File: config.mk
export PLATFORM = sky130hd
export DESIGN_NAME = bram_port_arbiter_flat
export DESIGN_NICKNAME = d
export VERILOG_FILES = /design/src/rtl/bram_port_arbiter_if.sv /design/src/rtl/bram_port_arbiter.sv /design/src/flat_wrapper.sv
export SDC_FILE = /design/constraint.sdc
export NUM_CORES = 1
export LEC_CHECK = 0
export BUFFER_PORTS_ARGS = -buffer_cell sky130_fd_sc_hd__buf_2
export CORE_MARGIN = 2
export CORE_UTILIZATION = 35
export DETAILED_ROUTE_END_ITERATION = 12
export PLACE_DENSITY = 0.82
export SLEW_MARGIN = 25
export SYNTH_ARGS = -nofsm -noshare
export SYNTH_HDL_FRONTEND = slang
export SYNTH_SLANG_ARGS = --single-unit
export TNS_END_PERCENT = 5
File: constraint.sdc
create_clock -name clk -period 3 [get_ports clk]
set_input_delay 0.15 -clock clk [delete_from_list [all_inputs] [get_ports clk]]
set_output_delay 0.15 -clock clk [all_outputs]
set_load 0.005 [all_outputs]
File: src/rtl/bram_port_arbiter_if.sv
// Bundle of the two requester ports and the shared BRAM port seen by the arbiter.
interface bram_port_arbiter_if #(
  parameter int ADDR_W = 11,
  parameter int DATA_W = 16
);
  logic              req0, req1;
  logic              we0, we1;
  logic [ADDR_W-1:0] addr0, addr1;
  logic [DATA_W-1:0] wdata0, wdata1;
  logic              gnt0, gnt1;
  logic              rvalid0, rvalid1;
  logic [DATA_W-1:0] rdata0, rdata1;
  logic              bram_en, bram_we;
  logic [ADDR_W-1:0] bram_addr;
  logic [DATA_W-1:0] bram_din, bram_dout;
  logic              busy;

  // Arbiter side.
  modport slave (
    input  req0, req1, we0, we1, addr0, addr1, wdata0, wdata1, bram_dout,
    output gnt0, gnt1, rvalid0, rvalid1, rdata0, rdata1,
           bram_en, bram_we, bram_addr, bram_din, busy
  );

  // Requesters plus the BRAM read-data return.
  modport master (
    output req0, req1, we0, we1, addr0, addr1, wdata0, wdata1, bram_dout,
    input  gnt0, gnt1, rvalid0, rvalid1, rdata0, rdata1,
           bram_en, bram_we, bram_addr, bram_din, busy
  );
endinterface

File: src/rtl/bram_port_arbiter.sv
// Round-robin arbiter sharing one BRAM port between two requesters, with a
// per-grant burst limit and a tag pipe that steers read data to its issuer.
module bram_port_arbiter #(
  parameter int ADDR_W    = 11,
  parameter int DATA_W    = 16,
  parameter int RD_LAT    = 1,
  parameter int MAX_BURST = 16
) (
  input  logic               clk,
  input  logic               rst,
  bram_port_arbiter_if.slave bus
);
  localparam int CNT_W = (MAX_BURST > 1) ? $clog2(MAX_BURST) : 1;
  localparam logic [CNT_W-1:0] CNT_LAST = CNT_W'(MAX_BURST - 1);

  typedef enum logic [1:0] {IDLE = 2'd0, OWN0 = 2'd1, OWN1 = 2'd2} state_t;

  state_t            state_q, state_d;
  logic              last_srv_q, last_srv_d;
  logic [CNT_W-1:0]  beat_cnt_q, beat_cnt_d;
  // Stage k holds the tag of the beat issued k cycles ago.
  logic [RD_LAT:1]   vld_pipe_q, vld_pipe_d;
  logic [RD_LAT:1]   id_pipe_q, id_pipe_d;

  logic [1:0]        req, we, gnt;
  logic              owner;   // 1 when requester 1 holds the port
  logic              beat, rd_beat;
  logic [ADDR_W-1:0] addr_mux;
  logic [DATA_W-1:0] din_mux;

  assign req = {bus.req1, bus.req0};
  assign we  = {bus.we1, bus.we0};

  // Grant and BRAM mux; address/data follow the owner (requester 0 in IDLE).
  always_comb begin
    owner    = (state_q == OWN1);
    gnt      = 2'b00;
    gnt[0]   = (state_q == OWN0) & req[0];
    gnt[1]   = (state_q == OWN1) & req[1];
    beat     = |gnt;
    rd_beat  = beat & ~we[owner];
    addr_mux = owner ? bus.addr1 : bus.addr0;
    din_mux  = owner ? bus.wdata1 : bus.wdata0;
  end

  assign bus.gnt0      = gnt[0];
  assign bus.gnt1      = gnt[1];
  assign bus.bram_en   = beat;
  assign bus.bram_we   = beat & we[owner];
  assign bus.bram_addr = addr_mux;
  assign bus.bram_din  = din_mux;

  // Ownership: idle arbitration with one bubble, hand-over on release or burst limit.
  always_comb begin
    state_d    = state_q;
    last_srv_d = last_srv_q;
    beat_cnt_d = beat_cnt_q;
    case (state_q)
      IDLE: begin
        beat_cnt_d = '0;
        if (&req)        state_d = last_srv_q ? OWN0 : OWN1;
        else if (req[0]) state_d = OWN0;
        else if (req[1]) state_d = OWN1;
      end
      OWN0, OWN1: begin
        if (!req[owner]) begin
          // Owner let go: hand straight to the other side if it is waiting.
          last_srv_d = owner;
          beat_cnt_d = '0;
          state_d    = req[~owner] ? (owner ? OWN0 : OWN1) : IDLE;
        end else if (beat_cnt_q == CNT_LAST) begin
          // Burst limit only forces a switch when the other side is waiting.
          beat_cnt_d = '0;
          if (req[~owner]) begin
            state_d    = owner ? OWN0 : OWN1;
            last_srv_d = owner;
          end
        end else begin
          beat_cnt_d = beat_cnt_q + 1'b1;
        end
      end
      default: state_d = IDLE;
    endcase
  end

  // Read tags advance one stage per cycle; writes push an empty slot.
  always_comb begin
    vld_pipe_d    = vld_pipe_q;
    id_pipe_d     = id_pipe_q;
    vld_pipe_d[1] = rd_beat;
    id_pipe_d[1]  = owner;
    for (int k = 2; k <= RD_LAT; k++) begin
      vld_pipe_d[k] = vld_pipe_q[k-1];
      id_pipe_d[k]  = id_pipe_q[k-1];
    end
  end

  // State registers; reset drops any reads still in flight.
  always_ff @(posedge clk) begin
    if (rst) begin
      state_q    <= IDLE;
      last_srv_q <= 1'b1;
      beat_cnt_q <= '0;
      vld_pipe_q <= '0;
      id_pipe_q  <= '0;
    end else begin
      state_q    <= state_d;
      last_srv_q <= last_srv_d;
      beat_cnt_q <= beat_cnt_d;
      vld_pipe_q <= vld_pipe_d;
      id_pipe_q  <= id_pipe_d;
    end
  end

  assign bus.rvalid0 = vld_pipe_q[RD_LAT] & ~id_pipe_q[RD_LAT];
  assign bus.rvalid1 = vld_pipe_q[RD_LAT] &  id_pipe_q[RD_LAT];
  assign bus.rdata0  = bus.bram_dout;
  assign bus.rdata1  = bus.bram_dout;
  assign bus.busy    = (state_q != IDLE) | (|vld_pipe_q);
endmodule

File: src/flat_wrapper.sv
// flat-port wrapper written by rule: the top's interface ports become plain ports
module bram_port_arbiter_flat 
#(
  parameter int ADDR_W    = 11,
  parameter int DATA_W    = 16,
  parameter int RD_LAT    = 1,
  parameter int MAX_BURST = 16
)
  (clk, rst, bus_req0, bus_req1, bus_we0, bus_we1, bus_addr0, bus_addr1, bus_wdata0, bus_wdata1, bus_bram_dout, bus_gnt0, bus_gnt1, bus_rvalid0, bus_rvalid1, bus_rdata0, bus_rdata1, bus_bram_en, bus_bram_we, bus_bram_addr, bus_bram_din, bus_busy);
  bram_port_arbiter_if #(.ADDR_W(ADDR_W), .DATA_W(DATA_W)) bus_i ();
  input  logic clk;
  input  logic rst;
  input wire logic [$bits(bus_i.req0)-1:0] bus_req0;
  input wire logic [$bits(bus_i.req1)-1:0] bus_req1;
  input wire logic [$bits(bus_i.we0)-1:0] bus_we0;
  input wire logic [$bits(bus_i.we1)-1:0] bus_we1;
  input wire logic [$bits(bus_i.addr0)-1:0] bus_addr0;
  input wire logic [$bits(bus_i.addr1)-1:0] bus_addr1;
  input wire logic [$bits(bus_i.wdata0)-1:0] bus_wdata0;
  input wire logic [$bits(bus_i.wdata1)-1:0] bus_wdata1;
  input wire logic [$bits(bus_i.bram_dout)-1:0] bus_bram_dout;
  output wire logic [$bits(bus_i.gnt0)-1:0] bus_gnt0;
  output wire logic [$bits(bus_i.gnt1)-1:0] bus_gnt1;
  output wire logic [$bits(bus_i.rvalid0)-1:0] bus_rvalid0;
  output wire logic [$bits(bus_i.rvalid1)-1:0] bus_rvalid1;
  output wire logic [$bits(bus_i.rdata0)-1:0] bus_rdata0;
  output wire logic [$bits(bus_i.rdata1)-1:0] bus_rdata1;
  output wire logic [$bits(bus_i.bram_en)-1:0] bus_bram_en;
  output wire logic [$bits(bus_i.bram_we)-1:0] bus_bram_we;
  output wire logic [$bits(bus_i.bram_addr)-1:0] bus_bram_addr;
  output wire logic [$bits(bus_i.bram_din)-1:0] bus_bram_din;
  output wire logic [$bits(bus_i.busy)-1:0] bus_busy;
  assign bus_i.req0 = bus_req0;
  assign bus_i.req1 = bus_req1;
  assign bus_i.we0 = bus_we0;
  assign bus_i.we1 = bus_we1;
  assign bus_i.addr0 = bus_addr0;
  assign bus_i.addr1 = bus_addr1;
  assign bus_i.wdata0 = bus_wdata0;
  assign bus_i.wdata1 = bus_wdata1;
  assign bus_i.bram_dout = bus_bram_dout;
  assign bus_gnt0 = bus_i.gnt0;
  assign bus_gnt1 = bus_i.gnt1;
  assign bus_rvalid0 = bus_i.rvalid0;
  assign bus_rvalid1 = bus_i.rvalid1;
  assign bus_rdata0 = bus_i.rdata0;
  assign bus_rdata1 = bus_i.rdata1;
  assign bus_bram_en = bus_i.bram_en;
  assign bus_bram_we = bus_i.bram_we;
  assign bus_bram_addr = bus_i.bram_addr;
  assign bus_bram_din = bus_i.bram_din;
  assign bus_busy = bus_i.busy;
  bram_port_arbiter #(.ADDR_W(ADDR_W), .DATA_W(DATA_W), .RD_LAT(RD_LAT), .MAX_BURST(MAX_BURST)) u_core (.clk(clk), .rst(rst), .bus(bus_i));
endmodule
==> impl_metrics.toml, run 1 <==
[outcome]
outcome = "finished clean"

[cts]
clockBufferDepth = 2
cts-root-buf = "clkbuf_4"
cts_tree = "yes"
clkTransAtPathRegs_ns = 0.06
cts_made_buffers = 3
cts_htree_levels = 1
clock_latency_ns = 0.27
cts_sinks = 9
cts_resized = 0
cts_setup_buffers = 0
hold_buffers = 0

[finish]
nNetsFinal = 282
layout_commonest_cell = "buf_2"
drive_above_1_share_pct = 64.3
n_antenna_cell = 0
layout_common_cells = "buf_2 (93), mux2_2 (27), dfxtp_1 (9)"
n_fill_cell = 353
fin_area_sq_mm = 0.00148
syn2layout_area_growth_pct = 24.2
stdcell_count = 245

[yosys]
syn_nets = 221
synth_simple_gate_area_share_pct = 14.5
syn_area_sq_mm = 0.00119
synth_xor_area_share_pct = 1.47
synthArstFlopShare_pct = 0
synth_ff_type = "dfxtp_1"
synth_cell_types = 31
synth_top_family_by_area = "multiplexers"
synth_edf_count = 0
synth_seq_area_share_pct = 15.1
yosys-top-cells-area = "mux2_2 (25%), buf_4 (20%), dfxtp_1 (15%)"
synth_fa_ha_area_share_pct = 6.28
syn_area_per_cell_sq_um = 8.60
yosysTopAreaCellShare_pct = 25.4
synthMuxAreaShare_pct = 29.2
yosysTopAreaCell = "mux2_2"
yosys_register_bits = 9
synth_warnings = 0
synth_compound_area_share_pct = 9.53
synthCells = 139

[global_route]
busiest_layer = "met2"
grt_antenna_before_repair = 0
gr-total-overflow = 0
globalRouteMet1Util_pct = 11.8
met3_usage_pct = 2.34
grt_usage_pct = 13.2
grt_pass1_wl_mm = 4.13
first_global_vias = 981
grt.met2_usage_pct = 25.7
grt_max_degree = 21

[power_and_ir_drop]
clkPwrFrac_pct = 9.5
seq_power_share_pct = 17.3
power.internal_mw = 0.599
finalPower_mw = 0.994
switching_share_pct = 39.7
p_comb_share_pct = 73.1
p_leak_nw = 0.752
p_per_area_mw_per_mm2 = 670
vdd_drop_max_mv = 0.351
switchingPower_mw = 0.395

[floorplanning]
die_h_um = 62.4
start_util_pct = 36.1
io_pins = 142
die_w_um = 62.4
core_sq_mm = 0.00331
rows = 21
dieArea_sq_mm = 0.00390

[critical_path]
start_kind = "register"
end_kind = "output pin"
cp_max_fo = 20
required_ns = 2.85
path_class = "reg -> out"
cp.arrival_ns = 2.15

[timing]
hold_violations = 0
skew_ns = 0.000407
period_needed_ns = 2.30
rsz0062_at_grt = "false"
slew_violations = 0
fmax_ghz = 0.435
totalNegativeSetupSlack_ns = 0
post-route-period-util_pct = 76.6
worstMarginPinSlew_ns = 0.616
slew_headroom_pct = 58.9
setup_viol = 0
hold-worst-slack_ns = 0.185

[flow_run]
maxCapViolations = 0

[placement]
dpl_cell_area_sq_mm = 0.00146
gp_congestion = 0.738
hpwl_mm = 2.39
portBuffers = 93
dp.cells = 241

[routing]
drc = 0
finalWirelength_mm = 2.83
dr.pass1.iters = 4
vias = 1156
postRouteAntennaNets = 0
viasPerCell = 4.72
detail_route.iter0.violations = 10
post_drt_wl_per_cell_um = 11.5

[worst_hold_path]
holdCritPathClass = "in -> reg"
logic make-up after synthesis:
| group | after synthesis |
|---|---|
| adder cells (fa/ha/maj) | 6 |
| AO/OA/AOI/OAI | 18 |
| AND/OR/NAND/NOR | 30 |
| buffers and inverters | 43 |
| flip-flops | 9 |
| XOR/XNOR | 2 |
| multiplexers | 31 |
synthesized netlist by cell type, types with 2 or more instances:
cell / n
o21ai_0: 4
nand2_1: 4
buf_4: 32
a21oi_1: 7
inv_1: 5
nor2_1: 6
dfxtp_1: 9
nor3b_1: 3
mux2i_1: 3
nand2b_1: 3
nor2b_1: 5
xor2_1: 2
ha_1: 6
and2_1: 2
a2111o_1: 2
mux2_2: 27
nor3_1: 2
buf_2: 4
sequential cells by signal (all words and copies together) (netlist names):
| register | flops |
|---|---|
| u_core.state_q | 2 |
| u_core.beat_cnt_q | 4 |
| u_core.vld_pipe_q | 1 |
| u_core.id_pipe_q | 1 |
| u_core.last_srv_q | 1 |
per-stage QoR:
step | utilization, % | setup slack (ns)
3_3_place_gp | 44.0 | 1.03
3_5_place_dp | 44.0 | 0.996
5_1_grt | 44.8 | 0.556
6_report | 44.8 | 0.703
2_1_floorplan | - | 1.37
4_1_cts | 44.8 | 0.693
final timing paths:
path / from / end / slack, ns / depth (start not counted)
worst min-delay path: rst / u_core.beat_cnt_q[1]$_SDFFE_PP0P_ / 0.18 / 2
worst max register to register: u_core.state_q[0]$_SDFFE_PP0P_ / u_core.state_q[1]$_SDFFE_PP0P_ / 1.04 / 6
worst min register to register: u_core.beat_cnt_q[1]$_SDFFE_PP0P_ / u_core.beat_cnt_q[1]$_SDFFE_PP0P_ / 0.47 / 2
worst max-delay path: u_core.state_q[0]$_SDFFE_PP0P_ / bus_bram_addr[8] / 0.70 / 5
power by group through the flow:
stage,sequential [mW],combinational [mW],clock (mW)
global placement,0.173,0.716,0
global route,0.178,0.794,0.107
detailed placement,0.175,0.731,0
floorplan,0.169,0.536,0
finish,0.172,0.727,0.0947
CTS,0.173,0.734,0.0980
metal layers:
metal  wire, um  vias up
met4        105        0
li1           -      565
met3        294       15
met2       1520       68
met5          0        -
met1        910      508
critical path, stage by stage, from the launching register on:
cell	delay, ns
dfxtp_1	0.34
inv_1	0.10
ha_1	0.56
buf_4	0.37
mux2_2	0.37
buf_2	0.13
cell type report:
class	count	area (sq um)	share of cell area [%]
clock buffers	4	26.3	1.77
inverters	5	18.8	1.26
multi-input cells	87	728	49.1
flip-flops and latches	9	180	12.1
well taps	46	57.6	3.88
repair buffers	94	473	31.9
No activity file was read; power rests on OpenSTA's default activity.
==> inputs of run 2 (changes only) <==
Settings changed: ABC_AREA set to 1, CORE_UTILIZATION 35 to 34, PLACE_DENSITY 0.82 to 0.79.
Clock period 3 ns to 2.4 ns, I/O delays scaled along.
==> run 2 against run 1 <==
Compared with the run above: sequential power is 26% higher; critical path type unchanged; hold slack lost 0.098 ns; die area is 3.4% higher; synthesized cell count rose by 58%.
==> impl_metrics.toml, run 2 <==
[outcome]
outcome = "finished clean"

[floorplanning]
start_util_pct = 35.8
dieArea_sq_mm = 0.00403
rows = 21
io_pins = 142
core_sq_mm = 0.00336
die_w_um = 63.5
die_h_um = 63.5

[placement]
portBuffers = 93
hpwl_mm = 2.79
gp_congestion = 0.798
dpl_cell_area_sq_mm = 0.00147

[timing]
slew_violations = 0
period_needed_ns = 1.90
post-route-period-util_pct = 79.3
skew_ns = 0.0000882
fmax_ghz = 0.525
slew_headroom_pct = 81.8
setup_viol = 0
hold_violations = 0
rsz0062_at_grt = "false"
totalNegativeSetupSlack_ns = 0
worstMarginPinSlew_ns = 0.274

[cts]
cts_setup_buffers = 0
hold_buffers = 0
cts-root-buf = "clkbuf_4"
cts_resized = 0
clockBufferDepth = 2
clock_latency_ns = 0.26
clkTransAtPathRegs_ns = 0.06
cts_htree_levels = 1
cts_tree = "yes"
cts_made_buffers = 3
cts_sinks = 9

[critical_path]
cp_max_fo = 29
r2r-start = "u_core.state_q[0]$_SDFFE_PP0P_"
path_class = "reg -> out"
end_kind = "output pin"
crit_start = "u_core.state_q[0]$_SDFFE_PP0P_"
reg2reg_depth = 10
start_kind = "register"
required_ns = 2.28
cp.arrival_ns = 1.78

[routing]
post_drt_wl_per_cell_um = 10.2
vias = 1386
dr.pass1.iters = 4
viasPerCell = 4.25
postRouteAntennaNets = 0
finalWirelength_mm = 3.32
detail_route.iter0.violations = 63
drc = 0

[finish]
layout_common_cells = "nand2_1 (111), buf_2 (93), inv_1 (19)"
regMostFlops = "u_core.beat_cnt_q"
n_fill_cell = 389
drive_above_1_share_pct = 38.2
layout_commonest_cell = "nand2_1"
syn2layout_area_growth_pct = 24.6
fin_area_sq_mm = 0.00150
largest_reg_flops = 4
nNetsFinal = 363
n_antenna_cell = 0
largestRegisters = "u_core.beat_cnt_q (4), u_core.state_q (2)"

[power_and_ir_drop]
p_leak_nw = 0.972
p_per_area_mw_per_mm2 = 843
vdd_drop_max_mv = 0.302

[global_route]
grt_usage_pct = 17.3
first_global_vias = 1322
grt_pass1_wl_mm = 5.71
grt_max_degree = 30
gr-total-overflow = 0
grt_antenna_before_repair = 0

[yosys]
synth_fa_ha_area_share_pct = 6.24
synthArstFlopShare_pct = 0
syn_nets = 301
ys_top_cells_by_count = "nand2_1 (111), buf_4 (32), inv_1 (19), nor2_1 (10), dfxtp_1 (9)"
synth_cell_types = 17
synth.most_common_cell = "nand2_1"
synth_seq_area_share_pct = 15.0
synth_xor_area_share_pct = 0
syn_area_sq_mm = 0.00120
synth_compound_area_share_pct = 5.93
yosys-top-cells-area = "nand2_1 (35%), buf_4 (20%), dfxtp_1 (15%)"
yosysTopAreaCell = "nand2_1"
yosys_register_bits = 9
synth_simple_gate_area_share_pct = 44.2
yosysTopAreaCellShare_pct = 34.7
synth_edf_count = 0
syn_area_per_cell_sq_um = 5.49
synth_warnings = 0
synth_top_family_by_area = "simple AND/OR/NAND/NOR gates"
synth_ff_type = "dfxtp_1"
synthCells = 219
synthMuxAreaShare_pct = 0

[worst_hold_path]
holdCritPathClass = "in -> reg"
worst_hold_path.num_cells = 2
min_from = "rst"

[flow_run]
maxCapViolations = 0
-- run 2: cell families after synthesis --
logic type	count (synthesis)
buf+inv	58
flops	9
fa+ha+maj	6
simple gates	134
compound gates	12
-- run 2: layout make-up --
type,count,area [sq um],area share [%]
Tap cell,46,57.6,3.84
Multi-Input combinational cell,152,678,45.3
Sequential cell,9,180,12.0
Inverter,20,75.1,5.01
Timing Repair Buffer,95,480,32.1
Clock buffer,4,26.3,1.75
-- run 2: metrics by stage --
stage	util, %	setup slack [ns]	hold WS, ns	total power, mW	std cells
CTS	44.5	0.496	0.0796	1.28	326
global route	44.5	0.336	0.0770	1.43	326
floorplan	-	1.06	0.192	0.855	219
global placement	43.8	0.865	0.240	1.14	322
finish	44.5	0.496	0.0870	1.26	326
detailed placement	43.8	0.792	0.240	1.15	322
-- run 2: path summary, 6_finish.rpt --
| kind | to | slack (ns) |
|---|---|---|
| worst max-delay path | bus_bram_we | 0.50 |
| worst min-delay path | u_core.id_pipe_q$_SDFF_PP0_ | 0.09 |
| worst max register to register | u_core.state_q[1]$_SDFFE_PP0P_ | 0.79 |
| worst min register to register | u_core.last_srv_q$_SDFFE_PP1P_ | 0.47 |
-- run 2: where the power goes --
part           switching, mW  internal (mW)  leakage, nW  total, mW
Sequential            0.0267          0.189       0.0735      0.216
Combinational          0.553          0.377        0.883      0.930
Clock                 0.0523         0.0640       0.0150      0.116
-- run 2: metal layers --
layer	track usage, %	share of wire (%)	vias up
met5	0	0	-
met3	4.64	8.7	4
met1	22.5	44	567
met2	29.6	48	71
met4	1.36	0.18	0
li1	-	-	744
-- run 2: worst max-delay path, cell delays in order (launching register included) --
cell     delay (ns)
dfxtp_1        0.36
inv_1          0.10
ha_1           0.27
buf_4          0.25
o21ai_0        0.25
inv_1          0.06
nor2_1         0.10
buf_2          0.12
==> inputs of run 3 (changes only) <==
Settings changed: ABC_AREA 1 to 0, CORE_UTILIZATION 34 to 30, PLACE_DENSITY 0.79 to 0.74.
Clock period 2.4 ns to 1.65 ns, I/O delays scaled along.
==> run 3 against run 2 <==
Compared with the run above: clock-buffer cell count did not move; die area rose by 12%; core utilization fell by 1.3 points; via count fell by 15%; flip-flop and latch count did not move; global-route usage fell by 5.8 points; register-to-register slack got worse by 0.74 ns; worst setup slack got worse by 0.45 ns; cell count fell by 22%; design area rose by 8.0%; combinational power rose by 70%; clock power rose by 130%; critical endpoint is now bus_bram_din[14].
==> impl_metrics.toml, run 3 (synthesized netlist as in run 1, its figures left out) <==
[outcome]
outcome = "finished clean"

[finish]
drive_above_1_share_pct = 68.9
n_antenna_cell = 0
syn2layout_area_growth_pct = 35.4
layout_commonest_cell = "buf_2"
largest_reg_flops = 4
stdcell_count = 254
fin_area_sq_mm = 0.00162
largestRegisters = "u_core.beat_cnt_q (4), u_core.state_q (2)"
layout_common_cells = "buf_2 (93), mux2_2 (27), dfxtp_1 (8)"
nNetsFinal = 289
regMostFlops = "u_core.beat_cnt_q"

[timing]
worstMarginPinSlew_ns = 0.311
fin_ws_ns = 0.0449
setup_viol = 0
period_needed_ns = 1.61
slew_violations = 0
hold_violations = 0
fmax_ghz = 0.623
hold-worst-slack_ns = 0.129
skew_ns = 0.00114
slew_headroom_pct = 79.3
post-route-period-util_pct = 97.3

[cts]
clock_latency_ns = 0.24
cts_tree = "yes"
cts_made_buffers = 3
cts-root-buf = "clkbuf_8"
clockBufferDepth = 2
cts_htree_levels = 1
clkTransAtPathRegs_ns = 0.04
cts_sinks = 9

[critical_path]
cp_max_fo = 20
cp.arrival_ns = 1.52
end_kind = "output pin"
cp_cell_sequence = "inv_2, ha_4, buf_12, mux2_2, buf_2"
crit_slowest_cell = "mux2_2"
r2r_slack_ns = 0.05
path_class = "reg -> out"
max_stage_delay_ns = 0.35
required_ns = 1.57
start_kind = "register"

[placement]
gp_congestion = 0.744
hpwl_mm = 2.38
dpl_worst_slack_ns = 0.0381
dpl_cell_area_sq_mm = 0.00151
dp.cells = 249
portBuffers = 93

[worst_hold_path]
holdCritPathClass = "in -> reg"

[power_and_ir_drop]
power.internal_mw = 1.38
seq_power_share_pct = 15.2
vdd_drop_max_mv = 0.760
p_leak_nw = 0.803
p_comb_share_pct = 72.7
p_per_area_mw_per_mm2 = 1350
switching_share_pct = 36.7
clkPwrFrac_pct = 12.1
switchingPower_mw = 0.799

[floorplanning]
start_util_pct = 31.9
core_sq_mm = 0.00374
die_w_um = 67.1
rows = 22
die_h_um = 67.1
dieArea_sq_mm = 0.00450
io_pins = 142

[flow_run]
maxCapViolations = 0

[routing]
drc = 0
dr.pass1.iters = 4
postRouteAntennaNets = 0
finalWirelength_mm = 2.86
vias = 1184
viasPerCell = 4.66
detail_route.iter0.violations = 17
post_drt_wl_per_cell_um = 11.2

[global_route]
grt_usage_pct = 11.4
grt_max_degree = 21
first_global_vias = 960
grt_antenna_before_repair = 0
gr-total-overflow = 0
grt_pass1_wl_mm = 3.88
[run 3: cell count changes in the layout (fill, tap and decap cells not counted), sizes merged, moves of 5 or more]
| cell | delta |
|---|---|
| buf | +6 |
| nand2 | -111 |
| nor2b | +5 |
| inv | -15 |
| nor2 | -6 |
| mux2 | +28 |
[run 3: path summary, 6_finish.rpt]
kind,endpoint,from,depth (start not counted)
setup / recovery,bus_bram_din[14],u_core.state_q[0]$_SDFFE_PP0P_,5
hold / removal,u_core.state_q[0]$_SDFFE_PP0P_,rst,2
setup reg to reg,u_core.state_q[0]$_SDFFE_PP0P_,u_core.state_q[0]$_SDFFE_PP0P_,6
hold reg to reg,u_core.beat_cnt_q[1]$_SDFFE_PP0P_,u_core.beat_cnt_q[1]$_SDFFE_PP0P_,2
[run 3: power groups by stage]
stage	combinational [mW]	clock, mW	sequential (mW)
after global placement	1.43	0	0.308
after floorplan	0.975	0	0.308
after detailed placement	1.44	0	0.311
final	1.58	0.264	0.330
after CTS	1.49	0.271	0.319
after global routing	1.74	0.275	0.336
[run 3: worst max-delay path: cells and delay by family (launching register included)]
kind                     cells  cell delay (ns)
multiplexers                 1             0.35
adder cells (fa/ha/maj)      1             0.20
flip-flops                   1             0.31
buffers and inverters        3             0.42
[run 3: cell type report]
class | instances | area [sq um]
Sequential cell | 9 | 184
Clock buffer | 4 | 45.0
Multi-Input combinational cell | 87 | 772
Tap cell | 48 | 60.1
Fill cell | 376 | 2130
Timing Repair Buffer | 101 | 538
Inverter | 5 | 18.8
[run 3: stage by stage]
stage	setup TNS (ns)	power (mW)	utilization [%]
after floorplan	0	1.28	-
after global placement	0	1.73	40.2
after detailed placement	0	1.75	40.2
after CTS	0	2.08	42.0
after global routing	-0.0137	2.35	43.2
final	0	2.18	43.2
[run 3: routing by layer]
layer | vias to the layer above | GRT usage [%] | share of wire [%]
met3 | 8 | 2.53 | 14
met4 | 0 | 7.65 | 2.5
met5 | - | 0 | 0
met1 | 512 | 10.0 | 34
met2 | 84 | 22.6 | 49
li1 | 580 | - | -
[run 3: repair_timing]
action                                  4_1_cts  5_1_grt
pin swaps                                     0        1
hold buffers                                  0        0
endpoints found under the hold margin         0        0
setup buffers                                 0        1
resized for setup                             6        7
endpoints found under the setup margin       28        4
